===== config.mk =====
export PLATFORM = sky130hd
export DESIGN_NAME = spi_tx_sched_flat
export DESIGN_NICKNAME = d
export VERILOG_FILES = /design/src/rtl/spi_tx_pkg.sv /design/src/rtl/spi_tx_sched_if.sv /design/src/rtl/spi_serializer.sv /design/src/rtl/spi_tx_sched.sv /design/src/flat_wrapper.sv
export SDC_FILE = /design/constraint.sdc
export NUM_CORES = 1
export LEC_CHECK = 0
export ABC_AREA = 1
export ABC_CLOCK_PERIOD_IN_PS = 3700
export CAP_MARGIN = 20
export CORE_UTILIZATION = 49
export CTS_CLUSTER_SIZE = 14
export DETAILED_ROUTE_END_ITERATION = 8
export PLACE_DENSITY = 0.82
export SETUP_SLACK_MARGIN = 0.15
export SLEW_MARGIN = 40
export SYNTH_ARGS = -nofsm -noshare
export SYNTH_HDL_FRONTEND = slang
export SYNTH_SLANG_ARGS = --single-unit

===== constraint.sdc =====
create_clock -name clk -period 3.7 [get_ports clk]
set_clock_uncertainty 0.05 [all_clocks]
set_input_delay 0.74 -clock clk [delete_from_list [all_inputs] [get_ports clk]]
set_output_delay 0.74 -clock clk [all_outputs]
set_load 0.005 [all_outputs]

===== src/rtl/spi_tx_pkg.sv =====
// Shared types and default sizing for the SPI transmit scheduler and its serializer.
package spi_tx_pkg;

    typedef enum logic [1:0] {
        IDLE  = 2'd0,
        SETUP = 2'd1,
        SHIFT = 2'd2,
        STOP  = 2'd3
    } spi_state_e;

    localparam int DATA_W_DEFAULT = 6;
    localparam int DIV_DEFAULT    = 1;

endpackage


===== src/rtl/spi_tx_sched_if.sv =====
// Requester-side bus of the SPI transmit scheduler: two frame requesters plus serial pins.
interface spi_tx_sched_if #(
    parameter int DATA_W = spi_tx_pkg::DATA_W_DEFAULT
);
    // Handshake: the scheduler raises req_ready[i] for exactly one cycle while IDLE;
    // the word on req_data<i> is taken on the clock edge where req_valid[i] && req_ready[i].
    logic [1:0]             req_valid;
    logic [DATA_W-1:0]      req_data0;
    logic [DATA_W-1:0]      req_data1;
    logic [1:0]             req_ready;
    logic                   grant_id;
    logic                   busy;
    logic                   SCLK;
    logic                   CS;
    logic                   DO;
    spi_tx_pkg::spi_state_e state_dbg;

    modport master (
        output req_valid, req_data0, req_data1,
        input  req_ready, grant_id, busy, SCLK, CS, DO, state_dbg
    );

    modport slave (
        input  req_valid, req_data0, req_data1,
        output req_ready, grant_id, busy, SCLK, CS, DO, state_dbg
    );

endinterface


===== src/rtl/spi_serializer.sv =====
// Shift register, bit counter, SCLK prescaler and DO for one SPI frame.
// Bit order: LSB-first by default, MSB-first when SPI_TX_SCHED_MSB_FIRST_EN is defined.
module spi_serializer
    import spi_tx_pkg::*;
#(
    parameter int DATA_W = DATA_W_DEFAULT,
    parameter int DIV    = DIV_DEFAULT
) (
    input  logic              clk,
    input  logic              rst_n,
    input  logic              load,
    input  logic [DATA_W-1:0] load_data,
    input  spi_state_e        state,
    output logic              setup_done,
    output logic              shift_done,
    output logic              sclk,
    output logic              sdo
);

    localparam int PW = (DIV > 1) ? $clog2(DIV) : 1;
    localparam int CW = $clog2(DATA_W + 1);
    localparam logic [PW-1:0] PRESC_MAX = PW'(DIV - 1);
    localparam logic [CW-1:0] BITS      = CW'(DATA_W);

    logic [PW-1:0]     presc_q;
    logic [CW-1:0]     bit_cnt_q;
    logic [DATA_W-1:0] shreg_q;
    logic [DATA_W-1:0] shreg_next;
    logic              sclk_q;
    logic              presc_end;
    logic              last_bit;
    logic              out_bit;

    assign presc_end = (presc_q == PRESC_MAX);
    assign last_bit  = (bit_cnt_q == BITS);

`ifdef SPI_TX_SCHED_MSB_FIRST_EN
    assign out_bit    = shreg_q[DATA_W-1];
    assign shreg_next = shreg_q << 1;
`else
    assign out_bit    = shreg_q[0];
    assign shreg_next = shreg_q >> 1;
`endif

    always_ff @(posedge clk or negedge rst_n) begin
        if (!rst_n) begin
            presc_q   <= '0;
            bit_cnt_q <= '0;
            shreg_q   <= '0;
            sclk_q    <= 1'b0;
        end else if (load) begin
            presc_q   <= '0;
            bit_cnt_q <= '0;
            shreg_q   <= load_data;
            sclk_q    <= 1'b0;
        end else begin
            case (state)
                SETUP: begin
                    if (presc_end) begin
                        presc_q <= '0;
                        sclk_q  <= 1'b1;
                    end else begin
                        presc_q <= presc_q + PW'(1);
                    end
                end
                SHIFT: begin
                    if (presc_end) begin
                        presc_q <= '0;
                        // A falling edge advances DO; after the last one SCLK stays low.
                        if (sclk_q) begin
                            sclk_q    <= 1'b0;
                            shreg_q   <= shreg_next;
                            bit_cnt_q <= bit_cnt_q + CW'(1);
                        end else if (!last_bit) begin
                            sclk_q <= 1'b1;
                        end
                    end else begin
                        presc_q <= presc_q + PW'(1);
                    end
                end
                default: begin
                    presc_q <= '0;
                    sclk_q  <= 1'b0;
                end
            endcase
        end
    end

    assign setup_done = (state == SETUP) && presc_end;
    assign shift_done = (state == SHIFT) && presc_end && !sclk_q && last_bit;
    assign sclk       = sclk_q;
    assign sdo        = ((state == SETUP) || (state == SHIFT)) && out_bit;

endmodule


===== src/rtl/spi_tx_sched.sv =====
// Two-requester round-robin SPI transmit scheduler: arbiter, frame FSM and chip select.
// Optional MSB-first bit order via SPI_TX_SCHED_MSB_FIRST_EN (handled in spi_serializer).
module spi_tx_sched
    import spi_tx_pkg::*;
#(
    parameter int DATA_W = DATA_W_DEFAULT,
    parameter int DIV    = DIV_DEFAULT
) (
    input  logic           clk,
    input  logic           rst_n,
    spi_tx_sched_if.slave  bus
);

    spi_state_e        state_q;
    spi_state_e        state_d;
    logic              rr_last_q;
    logic              grant_q;
    logic              win;
    logic              accept;
    logic              cs_n;
    logic              busy;
    logic [1:0]        ready;
    logic              setup_done;
    logic              shift_done;
    logic              sclk;
    logic              sdo;
    logic [DATA_W-1:0] load_data;

    // Tie goes to the requester not granted last; rst_n gating keeps ready low during reset.
    assign win       = (bus.req_valid == 2'b11) ? ~rr_last_q : bus.req_valid[1];
    assign accept    = (state_q == IDLE) && (|bus.req_valid) && rst_n;
    assign load_data = win ? bus.req_data1 : bus.req_data0;

    always_comb begin
        state_d = state_q;
        ready   = 2'b00;
        cs_n    = 1'b1;
        busy    = 1'b1;
        case (state_q)
            IDLE: begin
                busy = 1'b0;
                if (accept) begin
                    ready   = {win, ~win};
                    state_d = SETUP;
                end
            end
            SETUP: begin
                cs_n = 1'b0;
                if (setup_done) state_d = SHIFT;
            end
            SHIFT: begin
                cs_n = 1'b0;
                if (shift_done) state_d = STOP;
            end
            STOP: begin
                state_d = IDLE;
            end
            default: begin
                state_d = IDLE;
            end
        endcase
    end

    always_ff @(posedge clk or negedge rst_n) begin
        if (!rst_n) begin
            state_q   <= IDLE;
            rr_last_q <= 1'b1;
            grant_q   <= 1'b0;
        end else begin
            state_q <= state_d;
            if (accept) begin
                rr_last_q <= win;
                grant_q   <= win;
            end
        end
    end

    spi_serializer #(
        .DATA_W (DATA_W),
        .DIV    (DIV)
    ) u_ser (
        .clk        (clk),
        .rst_n      (rst_n),
        .load       (accept),
        .load_data  (load_data),
        .state      (state_q),
        .setup_done (setup_done),
        .shift_done (shift_done),
        .sclk       (sclk),
        .sdo        (sdo)
    );

    assign bus.req_ready = ready;
    assign bus.grant_id  = grant_q;
    assign bus.busy      = busy;
    assign bus.CS        = cs_n;
    assign bus.SCLK      = sclk;
    assign bus.DO        = sdo;
    assign bus.state_dbg = state_q;

endmodule


===== src/flat_wrapper.sv =====
// flat-port wrapper written by rule: the top's interface ports become plain ports
module spi_tx_sched_flat import spi_tx_pkg::*;
#(
    parameter int DATA_W = DATA_W_DEFAULT,
    parameter int DIV    = DIV_DEFAULT
)
  (clk, rst_n, bus_req_valid, bus_req_data0, bus_req_data1, bus_req_ready, bus_grant_id, bus_busy, bus_SCLK, bus_CS, bus_DO, bus_state_dbg);
  spi_tx_sched_if #(.DATA_W(DATA_W)) bus_i ();
  input  logic clk;
  input  logic rst_n;
  input wire logic [$bits(bus_i.req_valid)-1:0] bus_req_valid;
  input wire logic [$bits(bus_i.req_data0)-1:0] bus_req_data0;
  input wire logic [$bits(bus_i.req_data1)-1:0] bus_req_data1;
  output wire logic [$bits(bus_i.req_ready)-1:0] bus_req_ready;
  output wire logic [$bits(bus_i.grant_id)-1:0] bus_grant_id;
  output wire logic [$bits(bus_i.busy)-1:0] bus_busy;
  output wire logic [$bits(bus_i.SCLK)-1:0] bus_SCLK;
  output wire logic [$bits(bus_i.CS)-1:0] bus_CS;
  output wire logic [$bits(bus_i.DO)-1:0] bus_DO;
  output wire logic [$bits(bus_i.state_dbg)-1:0] bus_state_dbg;
  assign bus_i.req_valid = bus_req_valid;
  assign bus_i.req_data0 = bus_req_data0;
  assign bus_i.req_data1 = bus_req_data1;
  assign bus_req_ready = bus_i.req_ready;
  assign bus_grant_id = bus_i.grant_id;
  assign bus_busy = bus_i.busy;
  assign bus_SCLK = bus_i.SCLK;
  assign bus_CS = bus_i.CS;
  assign bus_DO = bus_i.DO;
  assign bus_state_dbg = bus_i.state_dbg;
  spi_tx_sched #(.DATA_W(DATA_W), .DIV(DIV)) u_core (.clk(clk), .rst_n(rst_n), .bus(bus_i));
endmodule

==> flow_summary.yaml, run 1 <==
setup_path:
  timing.rr.start: "u_core.bus.state_dbg[0]"
  path_class: "primary input to output pin"
  cp_max_fo: 9
  startpoint_type: "primary input"
  rr_worst_depth: 9
  r2r_end: "u_core.u_ser.shreg_q[0]"
  critPathArrivalTime_ns: 2.38
  crit_buf_inv: 2
  rrSetupSlack_ns: 2.12
  slowest_delay_ns: 0.71
  path_cells: "clkdlybuf4s50_1, nand2_1, nor2_2, clkdlybuf4s50_1"
  cp_top_family: "buffers and inverters"
  worst_setup_path_end_kind: "output pin"
  slowest_stage: "clkdlybuf4s50_1"
  required_ns: 2.91
  crit_path_frequent_cell: "clkdlybuf4s50_1"
sta:
  fmax_mhz: 315
  finalHoldViolations: 0
  postLayoutSetupSlackWorst_ns: 0.528
  hold_slack_ns: 0.445
  tightestPinTransition_ns: 0.399
  rsz0062_at_grt: "false"
  finalCriticalPeriod_ns: 3.17
  fin_crit_sh_pct: 85.7
  slew_violations: 0
  setup_violations: 0
  relSlewSlack_pct: 73.3
  final.setup.tns_ns: 0
global_routing:
  grt_first_pass_wirelength_um: 3060
  antenna_found_initial: 0
  first_global_vias: 724
  grt_max_degree: 15
  gr-usage-all-layers_pct: 21.4
  overflow: 0
synth:
  synthesis.area_um2: 871
  synth.net_count: 124
  synth_top_area_cell: "dfrtp_1"
  yosys-top-cells-area: "dfrtp_1 (37%), nand2_1 (7.3%), ha_1 (7.2%)"
  synthCells: 103
  ys_ff_latch: 14
  synth.top_cell.area_share_pct: 37.4
  synth_cell_types: 26
  synth.avg_cell_area_um2: 8.45
  ys.warnings.count: 0
  synth_seq_area_share_pct: 40.4
cts:
  cts-root-buf: "clkbuf_4"
  h-tree-depth: 1
  cts_buffer_depth: 2
  clkSinkCount: 14
  clkSlewWorstSetupHoldPaths_ns: 0.09
  cts_resized: 0
  cts_tree: "yes"
  cts_setup_buffers: 0
  postCtsHoldBufs: 0
  clk_latency_ns: 0.28
  cts_buffers: 3
routing:
  antenna_left: 0
  wirelength_um: 1830
  dr.pass1.iters: 5
  via_count: 762
  drt_first_iter_violations: 14
  wl_per_cell_um: 12.4
  drc_errors: 0
  viasPerCell: 5.18
min_path:
  worstHoldEndpoint: "u_core.rr_last_q"
  hold_path.class: "flop to flop"
  worst_hold_path.num_cells: 2
  hp-start: "u_core.rr_last_q"
die:
  dieWidth_um: 44.2
  placementRows: 14
  die_h_um: 44.2
  core_area_um2: 1580
  io_pins: 25
  die_area_um2: 1950
  initial_core_util_pct: 55.2
final_layout:
  final_common_cell: "clkdlybuf4s50_1"
  fillerInstances: 125
  num_antenna_cells: 0
  nNetsFinal: 153
  most-common-layout-cells: "clkdlybuf4s50_1 (24), nand2_1 (17), inv_1 (13), dfrtp_1 (13), nand3_1 (12)"
  layout-drive-gt1-share_pct: 15.3
  final_cells: 147
  area_delta_synth_final_pct: 33.6
placed_design:
  dp_slack_ns: 0.532
  globalplace.congestion: 0.856
  dp_hpwl_um: 1480
  placed_cells: 143
  portBuffers: 24
status:
  status: "completed"
pwr:
  p_per_area_nw_per_um2: 684
  leakage_nw: 0.539
  vdd_drop_max_uv: 416
  power_mw: 0.796
run:
  max_cap_violations: 0
## synth_stat cells
library cell	instances
a21oi_2	1
clkinv_4	1
o21ai_0	6
inv_2	1
inv_4	1
inv_1	13
nand4_1	5
ha_1	5
dfstp_2	1
nor2_1	2
xor2_1	1
buf_6	1
o21ai_2	1
o21ai_1	2
nor2_2	2
nor2_4	1
nand2_4	2
nor3_1	1
nand2_2	3
nand2_1	17
nand2_8	1
a21oi_1	4
nand3_1	12
or2_0	5
dfrtp_1	13
o31ai_1	1
## metal layers
layer  routed length [um]  GRT usage [%]  vias to the layer above
li1                     -              -                      395
met5                    0              0                        -
met3                   84           4.90                        2
met2                  897           35.6                       24
met4                   11           5.45                        0
met1                  834           28.2                      341
## power by group
group / internal, mW / leakage [nW] / switching [mW]
registers: 0.226 / 0.173 / 0.0435
clock network: 0.0598 / 0.0210 / 0.0477
logic: 0.203 / 0.345 / 0.216
total: 0.489 / 0.539 / 0.307
## stage by stage
| step | utilization [%] | cell area, um^2 |
|---|---|---|
| after floorplan | - | 871 |
| after global placement | 71.5 | 1130 |
| after detailed placement | 71.5 | 1130 |
| after CTS | 73.8 | 1160 |
| after global routing | 73.8 | 1160 |
| final | 73.8 | 1160 |
## area by class of cell
cell class                      count  area (um^2)  area share [%]
Multi-Input combinational cell     72          440            37.8
Sequential cell                    14          352            30.2
Timing Repair Buffer               25          248            21.3
Inverter                           16         67.6            5.81
Clock buffer                        4         36.3            3.12
Tap cell                           16         20.0            1.72
## worst register-to-register path, stage by stage (launching register included)
cell     delay (ns)
dfrtp_1        0.38
inv_1          0.08
ha_1           0.25
nand2_2        0.15
inv_4          0.08
nand2_8        0.10
nand2_4        0.07
or2_0          0.21
nand2_1        0.07
inv_1          0.04
## cells by family after synthesis
kind of cell / count (synthesis) / synth area share [%]
buffers and inverters: 17 / 9.05
AO/OA/AOI/OAI: 15 / 9.77
flip-flops: 14 / 40.4
AND/OR/NAND/NOR: 51 / 32.6
adder cells (fa/ha/maj): 5 / 7.18
XOR/XNOR: 1 / 1.01
## flip-flops by register name, summed over array words and instances (netlist names)
name                    cells
u_core.bus.grant_id         1
u_core.bus.state_dbg        2
u_core.u_ser.bit_cnt_q      3
u_core.u_ser.shreg_q        6
u_core.u_ser.sclk           1
u_core.rr_last_q            1
## worst max path at each step
stage               cells after the start          endpoint        startpoint
CTS                                     4  bus_req_ready[1]  bus_req_valid[1]
global placement                        4  bus_req_ready[1]  bus_req_valid[1]
finish                                  4  bus_req_ready[1]  bus_req_valid[1]
global route                            4  bus_req_ready[1]  bus_req_valid[1]
floorplan                               5  bus_req_ready[0]  bus_req_valid[1]
detailed placement                      4  bus_req_ready[1]  bus_req_valid[1]
(Power assumes the default switching activity.)
==> run 2: changes to the inputs <==
--- a/config.mk
+++ b/config.mk
@@ -8,12 +8,13 @@
 export ABC_AREA = 1
 export ABC_CLOCK_PERIOD_IN_PS = 3700
 export CAP_MARGIN = 20
-export CORE_UTILIZATION = 49
+export CORE_UTILIZATION = 50
 export CTS_CLUSTER_SIZE = 14
 export DETAILED_ROUTE_END_ITERATION = 8
 export PLACE_DENSITY = 0.82
 export SETUP_SLACK_MARGIN = 0.15
-export SLEW_MARGIN = 40
+export SLEW_MARGIN = 20
 export SYNTH_ARGS = -nofsm -noshare
 export SYNTH_HDL_FRONTEND = slang
+export SYNTH_HIERARCHICAL = 1
 export SYNTH_SLANG_ARGS = --single-unit
==> run 2 against run 1 <==
Design area grew 6.9%. Setup slack better by 0.17 ns. Global-route usage decreased by 0.89 points. Sequential share of layout area is 1.9 points lower. Via count is 13% higher. Die area increased by 6.7%. Non-clock buffer count unchanged. Combinational power rose by 7.9%. Synthesized cell count grew 33%. First-iteration DRC count down 21%. Critical path depth rose by 1. Sequential power barely moved. Highest routed layer is now met3.
==> flow_summary.yaml, run 2 <==
routing:
  drt_first_iter_violations: 11
  wirelength_um: 1920
  drc_errors: 0
  via_count: 862
  dr.pass1.iters: 4
  wl_per_cell_um: 10.2
  viasPerCell: 4.56
  antenna_left: 0
sta:
  slew_violations: 0
  setup_violations: 0
  rsz0062_at_grt: "false"
  final.setup.tns_ns: 0
  tightestPinTransition_ns: 0.294
  finalCriticalPeriod_ns: 3.00
  relSlewSlack_pct: 80.4
  fmax_mhz: 333
  fin_crit_sh_pct: 81.2
  finalHoldViolations: 0
synth:
  ys_async_sr_fraction_pct: 100
  synthFlopType: "dfrtp_1"
  synth.net_count: 161
  synth.top_cell.area_share_pct: 34.2
  synth-edff-count: 0
  synthesis.area_um2: 951
  synth_cell_types: 17
  ys.warnings.count: 6
  yosysMostFrequentCell: "nand2_1"
  synth_top_area_cell: "dfrtp_1"
  synth.avg_cell_area_um2: 6.94
  ys_ff_latch: 14
  synthCells: 137
  synth_common_cells: "nand2_1 (64), inv_1 (20), dfrtp_1 (13), ha_1 (8), nor2_1 (6)"
  synth_seq_area_share_pct: 37.0
  yosys-top-cells-area: "dfrtp_1 (34%), nand2_1 (25%), ha_1 (11%)"
setup_path:
  cp_max_fo: 9
  required_ns: 2.91
  path_class: "primary input to output pin"
  worst_setup_path_end_kind: "output pin"
  startpoint_type: "primary input"
  critPathArrivalTime_ns: 2.21
  rr_worst_depth: 11
  rrSetupSlack_ns: 1.69
die:
  die_area_um2: 2080
  dieWidth_um: 45.6
  placementRows: 15
  initial_core_util_pct: 54.5
  core_area_um2: 1750
  die_h_um: 45.6
  io_pins: 25
cts:
  cts_resized: 0
  cts-root-buf: "clkbuf_4"
  cts_buffer_depth: 2
  h-tree-depth: 1
  cts_setup_buffers: 0
  clkSinkCount: 14
  cts_tree: "yes"
  clkSlewWorstSetupHoldPaths_ns: 0.10
  postCtsHoldBufs: 0
  cts_buffers: 3
  clk_latency_ns: 0.28
placed_design:
  portBuffers: 24
  globalplace.congestion: 0.808
  dp_hpwl_um: 1510
final_layout:
  num_antenna_cells: 0
  final_core_utilization_pct: 71.3
  final_common_cell: "nand2_1"
  most-common-layout-cells: "nand2_1 (64), clkdlybuf4s50_1 (24), inv_1 (20)"
  layout-drive-gt1-share_pct: 11.0
  largest-register: "u_core/u_ser/shreg_q"
  nNetsFinal: 189
  area_delta_synth_final_pct: 30.8
  largest_reg_flops: 6
pwr:
  vdd_drop_max_uv: 518
  leakage_nw: 0.681
  p_per_area_nw_per_um2: 672
global_routing:
  grt_util_met1_pct: 25.4
  antenna_found_initial: 0
  gr-usage-all-layers_pct: 20.5
  grt-busiest-layer: "met2"
  grt_max_degree: 15
  first_global_vias: 766
  met3_usage_pct: 3.57
  grt_first_pass_wirelength_um: 3110
  met2_usage_pct: 36.9
  overflow: 0
run:
  max_cap_violations: 0
status:
  status: "completed"
min_path:
  worst_hold_path.num_cells: 2
  hold_path.class: "flop to flop"
[run 2: cell count changes after synthesis, sizes merged, moves of 3 or more]
cell,delta
o21ai,-4
nand2,+46
a21oi,-3
nand3,-7
or2,-3
nand4,-5
ha,+3
inv,+9
[run 2: worst max-delay path, stage by stage]
cell and delay [ns]:
clkdlybuf4s50_1 0.48, a21oi_4 0.29, nand2_1 0.14, inv_1 0.07
clkdlybuf4s50_1 0.49
[run 2: final cells by class]
| cell class | instances | area [um^2] |
|---|---|---|
| sequential | 14 | 352 |
| clock buffer | 4 | 36.3 |
| multi-input combinational | 97 | 487 |
| inverter | 24 | 90.1 |
| tap | 25 | 31.3 |
| timing repair buffer | 25 | 248 |
| fill | 149 | 502 |
[run 2: path summary, 6_finish.rpt]
| kind | start | end |
|---|---|---|
| worst max-delay path | bus_req_valid[0] | bus_req_ready[1] |
| min in group asynchronous | rst_n | u_core/u_ser/bit_cnt_q[1] |
| worst min-delay path | u_core/u_ser/shreg_q[5] | u_core/u_ser/shreg_q[5] |
| max in group asynchronous | rst_n | u_core/rr_last_q |
| worst max register to register | u_core/bus.state_dbg[0] | u_core/u_ser/bit_cnt_q[1] |
| worst min register to register | u_core/u_ser/shreg_q[5] | u_core/u_ser/shreg_q[5] |
[run 2: power by group]
part | leakage [nW] | switching, mW | total [mW] | internal, mW
clock | 0.0210 | 0.0565 | 0.116 | 0.0598
combinational | 0.482 | 0.239 | 0.452 | 0.213
sequential | 0.178 | 0.0483 | 0.267 | 0.218
total | 0.681 | 0.344 | 0.835 | 0.491
[run 2: routing by layer]
layer / vias up / wire length [um]
met5: - / 0
met4: 0 / 0
met3: 0 / 77
met2: 21 / 965
met1: 386 / 878
li1: 455 / -
[run 2: cell families after synthesis]
kind of cell	Yosys count	share of synthesized area (%)
compound gates	7	5.26
buf+inv	26	11.8
simple gates	82	35.4
flops	14	37.0
fa+ha+maj	8	10.5
[run 2: per-stage QoR]
stage | cells | hold slack, ns | setup slack (ns) | area, um^2 | total power [mW]
6_report | 189 | 0.432 | 0.696 | 1240 | 0.835
5_1_grt | 189 | 0.451 | 0.621 | 1240 | 0.915
4_1_cts | 189 | 0.434 | 0.690 | 1240 | 0.838
3_5_place_dp | 185 | 0.410 | 0.702 | 1210 | 0.720
3_3_place_gp | 185 | 0.407 | 0.742 | 1210 | 0.701
2_1_floorplan | 137 | 0.392 | 1.73 | 951 | 0.565
